`src/rtl/alu_share_sched.sv`:
```
// Shares one 16-bit add/subtract datapath among three requesters using a 3-stage pipeline:
// arbitrate, execute, respond. Define ALU_SHARE_SCHED_FIXED_PRIO_EN for fixed priority 0 > 1 > 2.

module addersub_16 (
  input  logic [15:0] i_a,
  input  logic [15:0] i_b,
  input  logic        i_sub,
  output logic [15:0] o_y
);
  logic [15:0] w_b;

  // Subtraction is A + ~B + 1, so the carry-in is the sub flag itself.
  assign w_b = i_sub ? ~i_b : i_b;
  assign o_y = i_a + w_b + {15'd0, i_sub};
endmodule

module alu_share_sched (
  input  logic        clk,
  input  logic        rst,
  input  logic [2:0]  req,
  input  logic [47:0] req_a,
  input  logic [47:0] req_b,
  input  logic [2:0]  req_sub,
  input  logic        hold,
  output logic [2:0]  gnt,
  output logic [2:0]  rsp_valid,
  output logic [15:0] rsp_data,
  output logic        rsp_zero,
  output logic        busy
);
  logic [2:0]  w_pick;
  logic [1:0]  w_gnt_id;
  logic [15:0] w_sel_a;
  logic [15:0] w_sel_b;
  logic        w_sel_sub;
  logic [15:0] w_sum;

  logic        r_op_valid;
  logic [1:0]  r_op_id;
  logic [15:0] r_op_a;
  logic [15:0] r_op_b;
  logic        r_op_sub;

  logic [2:0]  r_rsp_valid;
  logic [15:0] r_rsp_data;
  logic        r_rsp_zero;

`ifdef ALU_SHARE_SCHED_FIXED_PRIO_EN
  always_comb begin
    if (req[0])      w_pick = 3'b001;
    else if (req[1]) w_pick = 3'b010;
    else if (req[2]) w_pick = 3'b100;
    else             w_pick = 3'b000;
  end
`else
  logic [1:0] r_last;

  // Search starts at the port after the last winner and ends at the last winner itself.
  always_comb begin
    w_pick = 3'b000;
    case (r_last)
      2'd0: begin
        if (req[1])      w_pick = 3'b010;
        else if (req[2]) w_pick = 3'b100;
        else if (req[0]) w_pick = 3'b001;
      end
      2'd1: begin
        if (req[2])      w_pick = 3'b100;
        else if (req[0]) w_pick = 3'b001;
        else if (req[1]) w_pick = 3'b010;
      end
      default: begin
        if (req[0])      w_pick = 3'b001;
        else if (req[1]) w_pick = 3'b010;
        else if (req[2]) w_pick = 3'b100;
      end
    endcase
  end

  always_ff @(posedge clk or posedge rst) begin
    if (rst)       r_last <= 2'd2;
    else if (|gnt) r_last <= w_gnt_id;
  end
`endif

  assign gnt = (rst || hold) ? 3'b000 : w_pick;

  // NOTE: every output of this block gets a default first so no latch is inferred.
  always_comb begin
    w_gnt_id  = 2'd0;
    w_sel_a   = req_a[15:0];
    w_sel_b   = req_b[15:0];
    w_sel_sub = req_sub[0];
    case (gnt)
      3'b010: begin
        w_gnt_id  = 2'd1;
        w_sel_a   = req_a[31:16];
        w_sel_b   = req_b[31:16];
        w_sel_sub = req_sub[1];
      end
      3'b100: begin
        w_gnt_id  = 2'd2;
        w_sel_a   = req_a[47:32];
        w_sel_b   = req_b[47:32];
        w_sel_sub = req_sub[2];
      end
      default: ;
    endcase
  end

  // NOTE: all pipeline state uses non-blocking assignments so stages advance in lockstep.
  always_ff @(posedge clk or posedge rst) begin
    if (rst) begin
      r_op_valid <= 1'b0;
      r_op_id    <= 2'd0;
      r_op_a     <= 16'h0000;
      r_op_b     <= 16'h0000;
      r_op_sub   <= 1'b0;
    end else begin
      r_op_valid <= |gnt;
      if (|gnt) begin
        r_op_id  <= w_gnt_id;
        r_op_a   <= w_sel_a;
        r_op_b   <= w_sel_b;
        r_op_sub <= w_sel_sub;
      end
    end
  end

  addersub_16 u_addersub (
    .i_a   (r_op_a),
    .i_b   (r_op_b),
    .i_sub (r_op_sub),
    .o_y   (w_sum)
  );

  always_ff @(posedge clk or posedge rst) begin
    if (rst) begin
      r_rsp_valid <= 3'b000;
      r_rsp_data  <= 16'h0000;
      r_rsp_zero  <= 1'b1;
    end else begin
      r_rsp_valid <= r_op_valid ? (3'b001 << r_op_id) : 3'b000;
      if (r_op_valid) begin
        r_rsp_data <= w_sum;
        r_rsp_zero <= (w_sum == 16'h0000);
      end
    end
  end

  assign rsp_valid = r_rsp_valid;
  assign rsp_data  = r_rsp_data;
  assign rsp_zero  = r_rsp_zero;
  assign busy      = r_op_valid | (|r_rsp_valid);
endmodule
```
`config.mk`:
```
export PLATFORM = sky130hd
export DESIGN_NAME = alu_share_sched
export DESIGN_NICKNAME = d
export VERILOG_FILES = /design/src/rtl/alu_share_sched.sv
export SDC_FILE = /design/constraint.sdc
export NUM_CORES = 1
export LEC_CHECK = 0
export ABC_AREA = 1
export CORE_MARGIN = 2
export CORE_UTILIZATION = 40
export DETAILED_ROUTE_END_ITERATION = 6
export PLACE_DENSITY = 0.82
export SKIP_CTS_REPAIR_TIMING = 1
export SLEW_MARGIN = 20
export SYNTH_ARGS = -nofsm -noshare
export SYNTH_HDL_FRONTEND = slang
export SYNTH_SLANG_ARGS = --single-unit
```
`constraint.sdc`:
```
create_clock -name clk -period 5.2 [get_ports clk]
set_clock_uncertainty 0.1 [all_clocks]
set_input_delay 1.04 -clock clk [delete_from_list [all_inputs] [get_ports clk]]
set_output_delay 1.04 -clock clk [all_outputs]
set_load 0.03 [all_outputs]
```
==> summary.txt, run 1 <==
Flow run
  • Max-Cap Viols: 0

Floorplanning
  • Chip height: just over 100 um
  • Initial Util: between 40% and 50%
  • IO Count: ~130
  • Die ar.: between 10000 and 15000 um2
  • Core Box Area: ~9300 um2
  • Placement Rows: 35
  • DIE WIDTH: 102 um

Critical path
  • CP top delay family: buffers and inverters
  • Worst reg2reg endpoint: rsp_zero
  • Critical path class: input port to output pin
  • RR Startpoint: r_op_sub
  • Most frequent CP cell: clkdlybuf4s50_1
  • Crit path buf inv count: 3
  • CP cell instances: clkdlybuf4s50_1 > nand2_1 > o21ai_1 > nand2_2 > inv_2 > clkdlybuf4s50_1
  • Worst R2R Setup Slack: between 2 and 2.5 ns
  • CP Launch Type: input port
  • Critical Path RT: a little over 4 ns
  • CP max stage delay: between 0.6 and 0.7 ns
  • Register-to-Register Path Depth: 13
  • CP arrival: between 2 and 3 ns
  • Worst setup EP type: output pin
  • Crit-path max FO: 4
  • Worst Setup SP: req[1]
  • Slowest CP cell: clkdlybuf4s50_1

Clock tree
  • CTS root buf: clkbuf_8
  • Clk buf depth: 2
  • Clock sinks: 57
  • Clk_lat worst skew: ~0.33 ns
  • Clock slew at reported path FFs: approximately 0.07 ns
  • CTS tree: built
  • Clock H-tree levels: 3
  • Num CTS Buffers: 9

Yosys
  • Prevailing post-synth register cell: dfrtp_1
  • #FFs+latches synth: 57
  • Syn Inst Count: ~540
  • Async SR Flop Fraction: 100%
  • Mapped Area: about 3900 um2
  • Area leader, netlist: dfrtp_1
  • Synth top area share: a little over a third
  • Mean Syn Cell Area: a little over 7 um2
  • Syn_nets: ~660
  • Netlist cell types: 29
  • Post-synth EDFFs: 0
  • Top cells by area, synth: dfrtp_1 (36%), nand2_1 (19%), a41oi_1 (7.5%)
  • Seq/Total Area, Yosys: between 30 and 40%
  • YS warnings: 0

Global routing
  • Initial antenna violation count: 0
  • Vias in the first global route: approximately 4000
  • Largest net degree at the start of global routing: a little over 70
  • Gr usage total: about a fifth
  • First-pass GRT wire length: about 17000 um
  • Grt ovf: 0

Final layout
  • Layout cells sized above 1: ~7.5%
  • Ant. Diodes: 0
  • Layout fillers: 862
  • Non-Filler Instances: roughly 800
  • Final net count: 786
  • Design area: 5450 um2
  • Area overhead of the layout relative to synthesis: 41.0%

STA
  • Worst slew margin: between 40% and 50%
  • Final min period: 3.93 ns
  • Slew Viols, Final: 0
  • Final hold violations: 0
  • Final TNS setup: 0 ns
  • Final WS setup: 1.27 ns
  • Period utilisation layout: 75.6%
  • Fmax: between 200 and 300 MHz
  • Setup violators final: 0
  • Hold Slack: about 0.36 ns
  • RSZ-0062 raised after global routing: false
  • Slew @ Worst Pin: 0.808 ns

Place
  • DP Area: 5220 um2
  • DPL Wire Length: 8060 um
  • Pre-CTS setup slack: ~1.3 ns
  • Placed cells: roughly 800
  • RePlAce Congestion: ~0.9
  • Port Buffers: 128

Routing
  • Via count: between 3000 and 4000
  • First drt pass iteration count: 4
  • # DRC: 0
  • Post-DRT Antenna Nets: 0
  • Routed WL per cell: 12.3 um
  • 1st-iter DRT viols: about 150
  • Via density: around 5
  • Final WL: about 10000 um

Min path
  • Hold Path Class: flop to flop
  • Hold Path Stages: 1
  • Hold Path Sink: rsp_valid[0]
  • Min-delay src: r_op_id[1]

Pwr
  • Static Leak: ~2.5 nW
  • Power Dens Cells: roughly 730 nW/um2
  • Max IR drop VDD: 0.280 mV

Run status
  • Status: completed
-- registers in the layout, indices dropped and copies added (netlist names), 2 cells and up --
name / count
r_op_b: 16
rsp_valid: 3
r_op_a: 16
rsp_data: 16
r_last: 2
-- layer usage --
layer | track usage, % | wire length (um)
met5 | 0 | 0
met4 | 7.69 | 205
met3 | 3.56 | 440
met2 | 35.2 | 4680
met1 | 26.6 | 4530
-- power breakdown --
group	internal, W	switching, W
Combinational	0.00101	0.00165
Clock	0.000294	0.000173
Sequential	0.000655	0.000179
Total	0.00196	0.00200
-- layout make-up --
cell class / instances / area (um2) / area share (%)
Multi-Input combinational cell: 407 / 2100 / 38.5
Sequential cell: 57 / 1430 / 26.2
Timing Repair Buffer: 132 / 1310 / 24.1
Inverter: 58 / 218 / 4.00
Tap cell: 129 / 161 / 2.96
Clock buffer: 11 / 151 / 2.78
Clock inverter: 5 / 77.6 / 1.42
-- kinds of logic after synthesis --
family / Yosys count / synth area share (%)
and+or+nand+nor: 311 / 33.2
buffers and inverters: 79 / 8.68
AOI/OAI and AO/OA: 63 / 11.9
DFF: 57 / 37.0
xor gates and xnor gates: 17 / 3.85
adders and majority gates: 16 / 5.38
-- through the flow --
stage | util (%) | power (W)
detailed placement | 56.2 | 0.00351
CTS | 58.7 | 0.00399
global placement | 56.2 | 0.00344
global route | 58.7 | 0.00444
finish | 58.7 | 0.00397
floorplan | - | 0.00282
-- worst max-delay path by stage --
stage	endpoint	slack [ns]	depth (start not counted)
after floorplan	gnt[2]	1.60	6
after global placement	gnt[2]	1.38	5
after detailed placement	gnt[2]	1.30	7
after CTS	gnt[2]	1.29	7
after global routing	gnt[2]	1.22	7
final	gnt[1]	1.27	6
-- synth_stat cells, types with 2 or more instances --
cell / count
nand2_1: 195
nor2_1: 67
dfrtp_1: 55
inv_1: 51
a41oi_1: 33
nand3_1: 19
xor2_1: 17
ha_1: 15
buf_2: 13
nand2_2: 11
o21ai_0: 10
a31oi_1: 9
a21oi_1: 8
inv_2: 7
nor3_1: 6
buf_4: 4
nand3_2: 4
clkbuf_1: 3
nor2_2: 3
dfstp_2: 2
nand3b_1: 2
nand4_1: 2
-- placed cells by master (no fill, tap or decap), types with 3 or more instances in the layout --
cell,count
a21oi_1,8
a31oi_1,9
a41oi_1,33
buf_4,4
clkbuf_8,11
clkdlybuf4s50_1,128
dfrtp_1,55
ha_1,15
inv_1,51
inv_2,7
nand2_1,195
nand2_2,11
nand3_1,19
nand3_2,4
nor2_1,67
nor2_2,3
nor3_1,6
o21ai_0,10
xor2_1,17
Note: power is estimated with default switching activity, not from simulation.
==> run 2, diff against run 1 <==
--- a/config.mk
+++ b/config.mk
@@ -9,7 +9,7 @@
 export CORE_MARGIN = 2
 export CORE_UTILIZATION = 40
 export DETAILED_ROUTE_END_ITERATION = 6
-export PLACE_DENSITY = 0.82
+export PLACE_DENSITY = 0.85
 export SKIP_CTS_REPAIR_TIMING = 1
 export SLEW_MARGIN = 20
 export SYNTH_ARGS = -nofsm -noshare
==> constraint.sdc (replaced) <==
create_clock -name clk -period 3.5 [get_ports clk]
set_clock_uncertainty 0.1 [all_clocks]
set_input_delay 0.7 -clock clk [delete_from_list [all_inputs] [get_ports clk]]
set_output_delay 0.7 -clock clk [all_outputs]
set_load 0.03 [all_outputs]
==> run 2 against run 1 <==
  * Global-route usage rose by 0.73 points
  * Highest routed layer unchanged
  * Via count increased by 1.1%
  * Sequential cell count unchanged
  * Clock power is 62% higher
  * Count of clock-buffer cells in the layout is the same
  * First-iteration DRC count grew 1.4%
==> summary.txt, run 2 (synthesis gave the netlist of run 1 again) <==
Run status
  • Status: completed

Floorplanning
  • IO Count: 129
  • Die ar.: about 10000 um2
  • DIE WIDTH: ~100 um
  • Core Box Area: roughly 9300 um2
  • Chip height: around 100 um
  • Placement Rows: 35
  • Initial Util: 41.6%

Clock tree
  • CTS tree: built
  • Num CTS Buffers: 9
  • Clock H-tree levels: 3
  • Clk buf depth: 2
  • Clock sinks: 57
  • CTS root buf: clkbuf_8
  • Clk_lat worst skew: ~0.36 ns
  • Clock slew at reported path FFs: 0.07 ns

STA
  • Final TNS setup: 0 ns
  • Slew @ Worst Pin: approximately 0.75 ns
  • Fmax: roughly 370 MHz
  • Final WS setup: about 0.78 ns
  • Worst slew margin: 49.8%
  • Setup violators final: 0
  • RSZ-0062 raised after global routing: false
  • Slew Viols, Final: 0
  • Final min period: approximately 2.7 ns
  • Period utilisation layout: between 70% and 80%
  • Final hold violations: 0

Routing
  • 1st-iter DRT viols: 148
  • Met1 Routed Length: between 4000 and 5000 um
  • Routed WL per cell: 13.1 um
  • Metal2 WL: roughly 5100 um
  • First drt pass iteration count: 4
  • DR top layer: met4
  • Met3 WL: 537 um
  • Final WL: 10500 um
  • Via count: just under 4000
  • Post-DRT Antenna Nets: 0
  • # DRC: 0
  • Via density: around 4.9

Critical path
  • Critical path class: input port to output pin
  • Crit-path max FO: 5
  • RR Startpoint: r_op_sub
  • Worst setup EP type: output pin
  • Worst R2R Setup Slack: approximately 0.8 ns
  • Worst reg2reg endpoint: rsp_zero
  • CP Launch Type: input port
  • CP arrival: 1.92 ns
  • Register-to-Register Path Depth: 13
  • Critical Path RT: about 2.7 ns

Place
  • DP Area: roughly 5200 um2
  • RePlAce Congestion: slightly above 0.8
  • Pre-CTS setup slack: roughly 0.8 ns
  • Placed cells: 786
  • Port Buffers: about 130
  • DPL Wire Length: between 8000 and 9000 um

Final layout
  • Commonest non-fill, non-tap cell in the layout: nand2_1
  • Non-Filler Instances: about 800
  • Most frequent cells in the layout: nand2_1 (195), clkdlybuf4s50_1 (125), nor2_1 (67), dfrtp_1 (55), inv_1 (51)
  • Design area: 5490 um2
  • Ant. Diodes: 0
  • Layout cells sized above 1: 8.17%
  • Final net count: about 790
  • Area overhead of the layout relative to synthesis: 42.1%

Pwr
  • Seq pwr share: slightly above 20%
  • Power Dens Cells: roughly 1100 nW/um2
  • Internal Power: 0.00299 W
  • Switching share of power: 50.5%
  • P_sw: around 0.0031 W
  • Static Leak: ~2.5 nW
  • Max IR drop VDD: between 0.4 and 0.5 mV
  • Share of total power in combinational logic: between 60% and 70%
  • Clock power frac: around an eighth

Global routing
  • Grt ovf: 0
  • Largest net degree at the start of global routing: 61
  • Vias in the first global route: 3923
  • Gr usage total: between 20% and 30%
  • First-pass GRT wire length: approximately 18000 um
  • Initial antenna violation count: 0

Min path
  • Hold Path Stages: 1
  • Hold Path Sink: rsp_valid[1]
  • Hold Path Class: flop to flop
  • Min-delay src: r_op_id[1]

Flow run
  • Max-Cap Viols: 0
==> run 2: changes by cell type in the layout (fill, tap and decap cells not counted), sizes merged <==
cell           before  now
bufinv              2    3
buf                 4   10
clkinv              2    1
clkdlybuf4s50     128  125
==> run 2: layout make-up <==
class	count	area, um2
inverters	58	218
repair buffers	135	1340
well taps	129	161
flip-flops and latches	57	1430
clock inverters	5	103
clock buffers	11	141
multi-input cells	407	2100
fillers	893	3790
==> run 2: worst max-delay path: stages <==
cell and delay, ns:
clkdlybuf4s50_1 0.47, o21ai_0 0.28, nand3_2 0.20, inv_2 0.10, buf_4 0.17
==> run 2: layer usage <==
metal  up-vias  global-route usage (%)
li1       2013                       -
met1      1781                    26.9
met2       119                    36.7
met3        18                    4.79
met4         0                    7.28
met5         -                       0
==> run 2: metrics by stage <==
| step | hold slack (ns) | utilization (%) | total power (W) |
|---|---|---|---|
| floorplan | 0.332 | - | 0.00419 |
| global placement | 0.340 | 56.5 | 0.00518 |
| detailed placement | 0.358 | 56.5 | 0.00527 |
| CTS | 0.368 | 59.1 | 0.00605 |
| global route | 0.385 | 59.1 | 0.00669 |
| finish | 0.367 | 59.1 | 0.00605 |
==> run 2: worst max-delay path by stage <==
stage / start / endpoint / slack (ns) / depth (start not counted)
3_5_place_dp: req[1] / gnt[1] / 0.81 / 6
4_1_cts: r_op_sub / rsp_zero / 0.79 / 13
6_report: req[1] / gnt[2] / 0.78 / 5
3_3_place_gp: req[1] / gnt[1] / 0.89 / 6
2_1_floorplan: rst / gnt[2] / 0.58 / 6
5_1_grt: r_op_sub / rsp_zero / 0.52 / 13
==> run 2: power by group through the flow <==
stage	sequential, W	clock [W]	combinational (W)
2_1_floorplan	0.00134	0	0.00285
3_3_place_gp	0.00124	0	0.00394
3_5_place_dp	0.00125	0	0.00402
4_1_cts	0.00124	0.000768	0.00404
5_1_grt	0.00128	0.000799	0.00462
6_report	0.00124	0.000757	0.00405
==> run 3, diff against run 2 <==
--- a/config.mk
+++ b/config.mk
@@ -9,7 +9,7 @@
 export CORE_MARGIN = 2
 export CORE_UTILIZATION = 40
 export DETAILED_ROUTE_END_ITERATION = 6
-export PLACE_DENSITY = 0.85
+export PLACE_DENSITY = 0.82
 export SKIP_CTS_REPAIR_TIMING = 1
 export SLEW_MARGIN = 20
 export SYNTH_ARGS = -nofsm -noshare
==> constraint.sdc (replaced) <==
create_clock -name clk -period 2.67 [get_ports clk]
set_clock_uncertainty 0.1 [all_clocks]
set_input_delay 0.534 -clock clk [delete_from_list [all_inputs] [get_ports clk]]
set_output_delay 0.534 -clock clk [all_outputs]
set_load 0.03 [all_outputs]
==> run 3 against run 2 <==
  * Sequential power grew 27%
  * Final cell count grew 0.12%
  * Sequential share of layout area shrank 0.11 points
  * Worst hold slack gained 0.0021 ns
  * Count of clock-buffer cells in the layout shrank 2
  * Critical path depth grew 1
  * Power grew 30%
  * Core utilization grew 0.24 points
  * Critical path type unchanged
==> summary.txt, run 3 (synthesis gave the netlist of run 1 again) <==
Min path
  • Hold Path Stages: 1
  • Hold Path Class: flop to flop
  • Hold Path Sink: rsp_valid[1]
  • Min-delay src: r_op_id[1]

Clock tree
  • Clock sinks: 57
  • Clk buf depth: 2
  • Clock slew at reported path FFs: 0.08 ns
  • Num CTS Buffers: 9
  • CTS tree: built
  • Clk_lat worst skew: 0.34 ns
  • Clock H-tree levels: 3
  • CTS root buf: clkbuf_8

Routing
  • Via count: 3937
  • Post-DRT Antenna Nets: 0
  • 1st-iter DRT viols: roughly 190
  • # DRC: 0
  • Routed WL per cell: around 12 um
  • Via density: 4.90
  • First drt pass iteration count: 5
  • Final WL: ~10000 um

STA
  • Fmax: around 410 MHz
  • Final WS setup: about 0.24 ns
  • Setup violators final: 0
  • Slew @ Worst Pin: slightly below 0.7 ns
  • Period utilisation layout: approximately 90%
  • Slew Viols, Final: 0
  • Final min period: between 2 and 2.5 ns
  • RSZ-0062 raised after global routing: false
  • Final TNS setup: 0 ns
  • Worst slew margin: between 50 and 60%
  • Final hold violations: 0

Final layout
  • Register area: approximately 1400 um2
  • Commonest non-fill, non-tap cell in the layout: nand2_1
  • Final net count: a little under 800
  • Ant. Diodes: 0
  • Multi-input logic area: around 2100 um2
  • Layout cells sized above 1: about 8.5%
  • Layout fillers: around 840
  • Area overhead of the layout relative to synthesis: 42.7%
  • Most frequent cells in the layout: nand2_1 (195), clkdlybuf4s50_1 (125), nor2_1 (67), dfrtp_1 (55), inv_1 (51)

Floorplanning
  • IO Count: 129
  • Placement Rows: 35
  • Chip height: between 100 and 150 um
  • Core Box Area: 9280 um2
  • Die ar.: between 10000 and 15000 um2
  • DIE WIDTH: just over 100 um
  • Initial Util: 41.6%

Critical path
  • Worst R2R Setup Slack: 0.29 ns
  • Critical Path RT: 2.04 ns
  • Critical path class: input port to output pin
  • Worst reg2reg endpoint: rsp_zero
  • Worst setup EP type: output pin
  • Crit-path max FO: 9
  • CP Launch Type: input port
  • RR Startpoint: r_op_sub
  • CP arrival: 1.80 ns
  • Register-to-Register Path Depth: 14

Place
  • RePlAce Congestion: about 0.93
  • Pre-CTS setup slack: 0.245 ns
  • DPL Wire Length: between 8000 and 9000 um
  • Port Buffers: 128

Pwr
  • Static Leak: about 2.5 nW
  • Max IR drop VDD: ~0.57 mV
  • Power Dens Cells: approximately 1400 nW/um2

Run status
  • Status: completed

Global routing
  • First-pass GRT wire length: roughly 17000 um
  • Largest net degree at the start of global routing: 58
  • Grt ovf: 0
  • Initial antenna violation count: 0
  • Gr usage total: 20.3%
  • Vias in the first global route: 3785

Flow run
  • Max-Cap Viols: 0
run 3: per-layer routing:
layer / part of all wire [%] / up-vias / track usage (%)
met5: 0 / - / 0
met4: 2.5 / 0 / 8.72
met3: 5.8 / 24 / 4.04
met2: 47 / 137 / 33.1
met1: 44 / 1762 / 26.3
li1: - / 2014 / -
run 3: power by group:
group          switching [W]  internal, W
clock network       0.000362     0.000619
registers           0.000300      0.00128
logic                0.00329      0.00202
total                0.00395      0.00392
run 3: worst max path at each step:
stage               depth (start not counted)        to  startpoint
floorplan                                   6    gnt[2]         rst
global placement                            5    gnt[2]      req[1]
detailed placement                          6    gnt[1]      req[1]
CTS                                        14  rsp_zero    r_op_sub
global route                               14  rsp_zero    r_op_sub
finish                                      6    gnt[1]      req[1]
run 3: final cells by class:
| cell class | instances | share of cell area [%] |
|---|---|---|
| Multi-Input combinational cell | 407 | 38.1 |
| Sequential cell | 57 | 25.9 |
| Inverter | 58 | 3.95 |
| Clock inverter | 7 | 2.16 |
| Clock buffer | 9 | 2.25 |
| Tap cell | 129 | 2.93 |
| Timing Repair Buffer | 136 | 24.7 |
run 3: critical path: stages:
cell and delay, ns:
clkdlybuf4s50_1 0.52, nand2_1 0.07, o21ai_1 0.19, nand2_2 0.12
inv_2 0.16, buf_4 0.20
run 3: through the flow:
stage	instances	hold WS [ns]	instance area (um2)	utilization [%]	power, W
floorplan	543	0.332	3860	-	0.00549
detailed placement	787	0.353	5270	56.7	0.00686
global route	803	0.397	5510	59.4	0.00876
finish	803	0.369	5510	59.4	0.00786
CTS	803	0.364	5510	59.3	0.00787
global placement	787	0.340	5270	56.7	0.00670
==> RTL edit, RTL diff (config.mk and constraints of run 3) <==
Reset style: synchronous (`rst`), changed in 3 clocked blocks.
--- a/src/rtl/alu_share_sched.sv
+++ b/src/rtl/alu_share_sched.sv
@@ -77,7 +77,7 @@
     endcase
   end
 
-  always_ff @(posedge clk or posedge rst) begin
+  always_ff @(posedge clk) begin
     if (rst)       r_last <= 2'd2;
     else if (|gnt) r_last <= w_gnt_id;
   end
@@ -109,7 +109,7 @@
   end
 
   // NOTE: all pipeline state uses non-blocking assignments so stages advance in lockstep.
-  always_ff @(posedge clk or posedge rst) begin
+  always_ff @(posedge clk) begin
     if (rst) begin
       r_op_valid <= 1'b0;
       r_op_id    <= 2'd0;
@@ -134,7 +134,7 @@
     .o_y   (w_sum)
   );
 
-  always_ff @(posedge clk or posedge rst) begin
+  always_ff @(posedge clk) begin
     if (rst) begin
       r_rsp_valid <= 3'b000;
       r_rsp_data  <= 16'h0000;
Behaviour: differs if rst is asserted again (counterexample within 4 cycles, from zero or initial values and one cycle with rst high); with rst held inactive, the same outputs for 10 cycles.
==> RTL edit against run 3 <==
Worst setup slack worse by 0.0034 ns; final area down 4.7%; critical endpoint unchanged; wire length up 2.6%; via count up 2.0%; maximum frequency down 0.14%; synthesized cell count up 3.5%; worst hold slack worse by 0.010 ns; sequential cell count unchanged; area after synthesis down 4.3%.
Power is not compared: it rests on default switching activity, and its combinational part moved more than twofold at a synthesized area within 25%.
==> RTL edit: results (changes against run 3) <==
[power] static leakage 2.47 nW
[placed_design] half-perimeter wire length of the detailed placement result 8260 µm [+2.2%]
[cells_and_area] proportion of layout cells with a drive suffix above 1 0.0581 [-0.0264]
[clocking] clock-pin slew reported for the worst setup and hold paths after clock tree synthesis 0.06 ns [-0.02 ns]
[grt] largest net degree at the start of global routing 47 [-19%]
[placed_design] DP Worst Slack 0.0783 ns [-0.166 ns]
[clocking] H-tree depth 3 [unchanged]
[synthesis] syn_nets 683 [+2.9%]
[route] drt first-iter violations 154 [-17%]
[placed_design] count of buffers inserted at the top-level ports 128 [unchanged]
[synthesis] warning count from the yosys run 0 [unchanged]
[clocking] Max clock buf depth 2 [unchanged]
[route] Vias 4016 [+2.0%]
[clocking] clock network latency to the later pin of the worst-skew pair 0.34 ns [about the same]
[clocking] number of CTS-inserted buffers 9 [unchanged]
[cells_and_area] number of nets in the layout 805 [+1.9%]
[synthesis] most instantiated flip-flop cell in the synthesis netlist dfxtp_1
[synthesis] leading post-synthesis cells by cell area dfxtp_1 (31%), nand2_1 (17%), o21ai_0 (8.0%), a31oi_1 (5.8%), inv_1 (5.5%)
[clocking] root buffer selected by CTS clkbuf_8
[grt] first-pass GRT wire length 17400 µm [+3.8%]
[synthesis] Seq/Total Area, Yosys 0.309 [-0.0611]
[cells_and_area] antenna cell count 0 [unchanged]
[critical_path] worst-path fanout max 3 [-6]
[grt] initial antenna violation count 0 [unchanged]
[timing] Worst Tran Pin Value 0.715 ns [+0.0207 ns]
[grt] GRT Util Overall 0.212 [+0.00933]
[power] maximum VDD drop 274 µV
[synthesis] list of most frequent post-synthesis cells nand2_1 (172), o21ai_0 (59), dfxtp_1 (57)
[synthesis] post-synthesis cell type count 35 [+21%]
[synthesis] share of async-settable or async-resettable flops after synthesis 0 [-1.00]
[status] run status completed
[placed_design] Final Wtd Congestion 0.878 [-5.6%]
[timing] worst setup margin 0.234 ns [-0.00342 ns]
[worst_hold_path] hold crit path type flop to flop
[critical_path] worst path arrival time 1.80 ns [about the same]
[route] routed wire length 10300 µm [+2.6%]
[route] DR pass1 iterations 4 [-1]
-- RTL edit: cell count changes after synthesis, sizes merged, moves of 3 or more --
cell	delta
a31oi	+25
dfrtp	-55
o211ai	+10
xnor2	+3
nor2	-34
dfxtp	+57
nand2	-31
o21ai	+66
clkbuf	+5
a41oi	-33
-- RTL edit: area by class of cell --
cell class	instances	area [µm²]
clock buffer	12	155
clock inverter	3	40.0
fill	849	3860
inverter	60	228
multi-input combinational	420	2190
sequential	57	1140
tap	111	139
timing repair buffer	136	1360
-- RTL edit: routing by layer --
metal,GRT usage,share of wire,routed length (µm)
met3,0.0286,0.045,459
met1,0.263,0.46,4690
met5,0,0,0
met4,0.0664,0.017,172
met2,0.381,0.48,4940
-- RTL edit: worst paths after layout --
kind | start | to | cells past startpoint
hold / removal | r_op_id[1]$_SDFFE_PP0P_ | rsp_valid[0]$_SDFF_PP0_ | 1
setup reg to reg | r_op_sub$_SDFFE_PP0P_ | rsp_zero$_SDFFE_PP1P_ | 14
hold reg to reg | r_op_id[1]$_SDFFE_PP0P_ | rsp_valid[0]$_SDFF_PP0_ | 1
setup / recovery | rst | gnt[1] | 6
-- RTL edit: power by group --
group / switching [mW] / internal (mW)
registers: 0.0471 / 0.927
clock network: 0.318 / 0.473
logic: 0.500 / 0.408
-- RTL edit: cell families after synthesis --
family | after synthesis | share of synthesized area
XOR/XNOR | 20 | 0.0474
AND/OR/NAND/NOR | 248 | 0.282
flip-flops | 57 | 0.309
AO/OA/AOI/OAI | 136 | 0.206
adder cells (fa/ha/maj) | 16 | 0.0562
buffers and inverters | 85 | 0.0996
-- RTL edit: metrics by stage --
step	hold slack [ns]	power [mW]	area (µm²)	utilization	std cells
6_report	0.359	2.67	5250	0.577	799
3_3_place_gp	0.335	1.88	5050	0.555	784
4_1_cts	0.359	2.69	5250	0.576	799
5_1_grt	0.380	2.85	5250	0.577	799
2_1_floorplan	0.324	1.54	3690	-	562
3_5_place_dp	0.351	1.90	5050	0.555	784
-- RTL edit: worst max-delay path: stages --
cell	delay (ns)
clkdlybuf4s50_1	0.45
or2_4	0.28
nor3_4	0.20
nand2_4	0.07
inv_2	0.08
buf_4	0.18
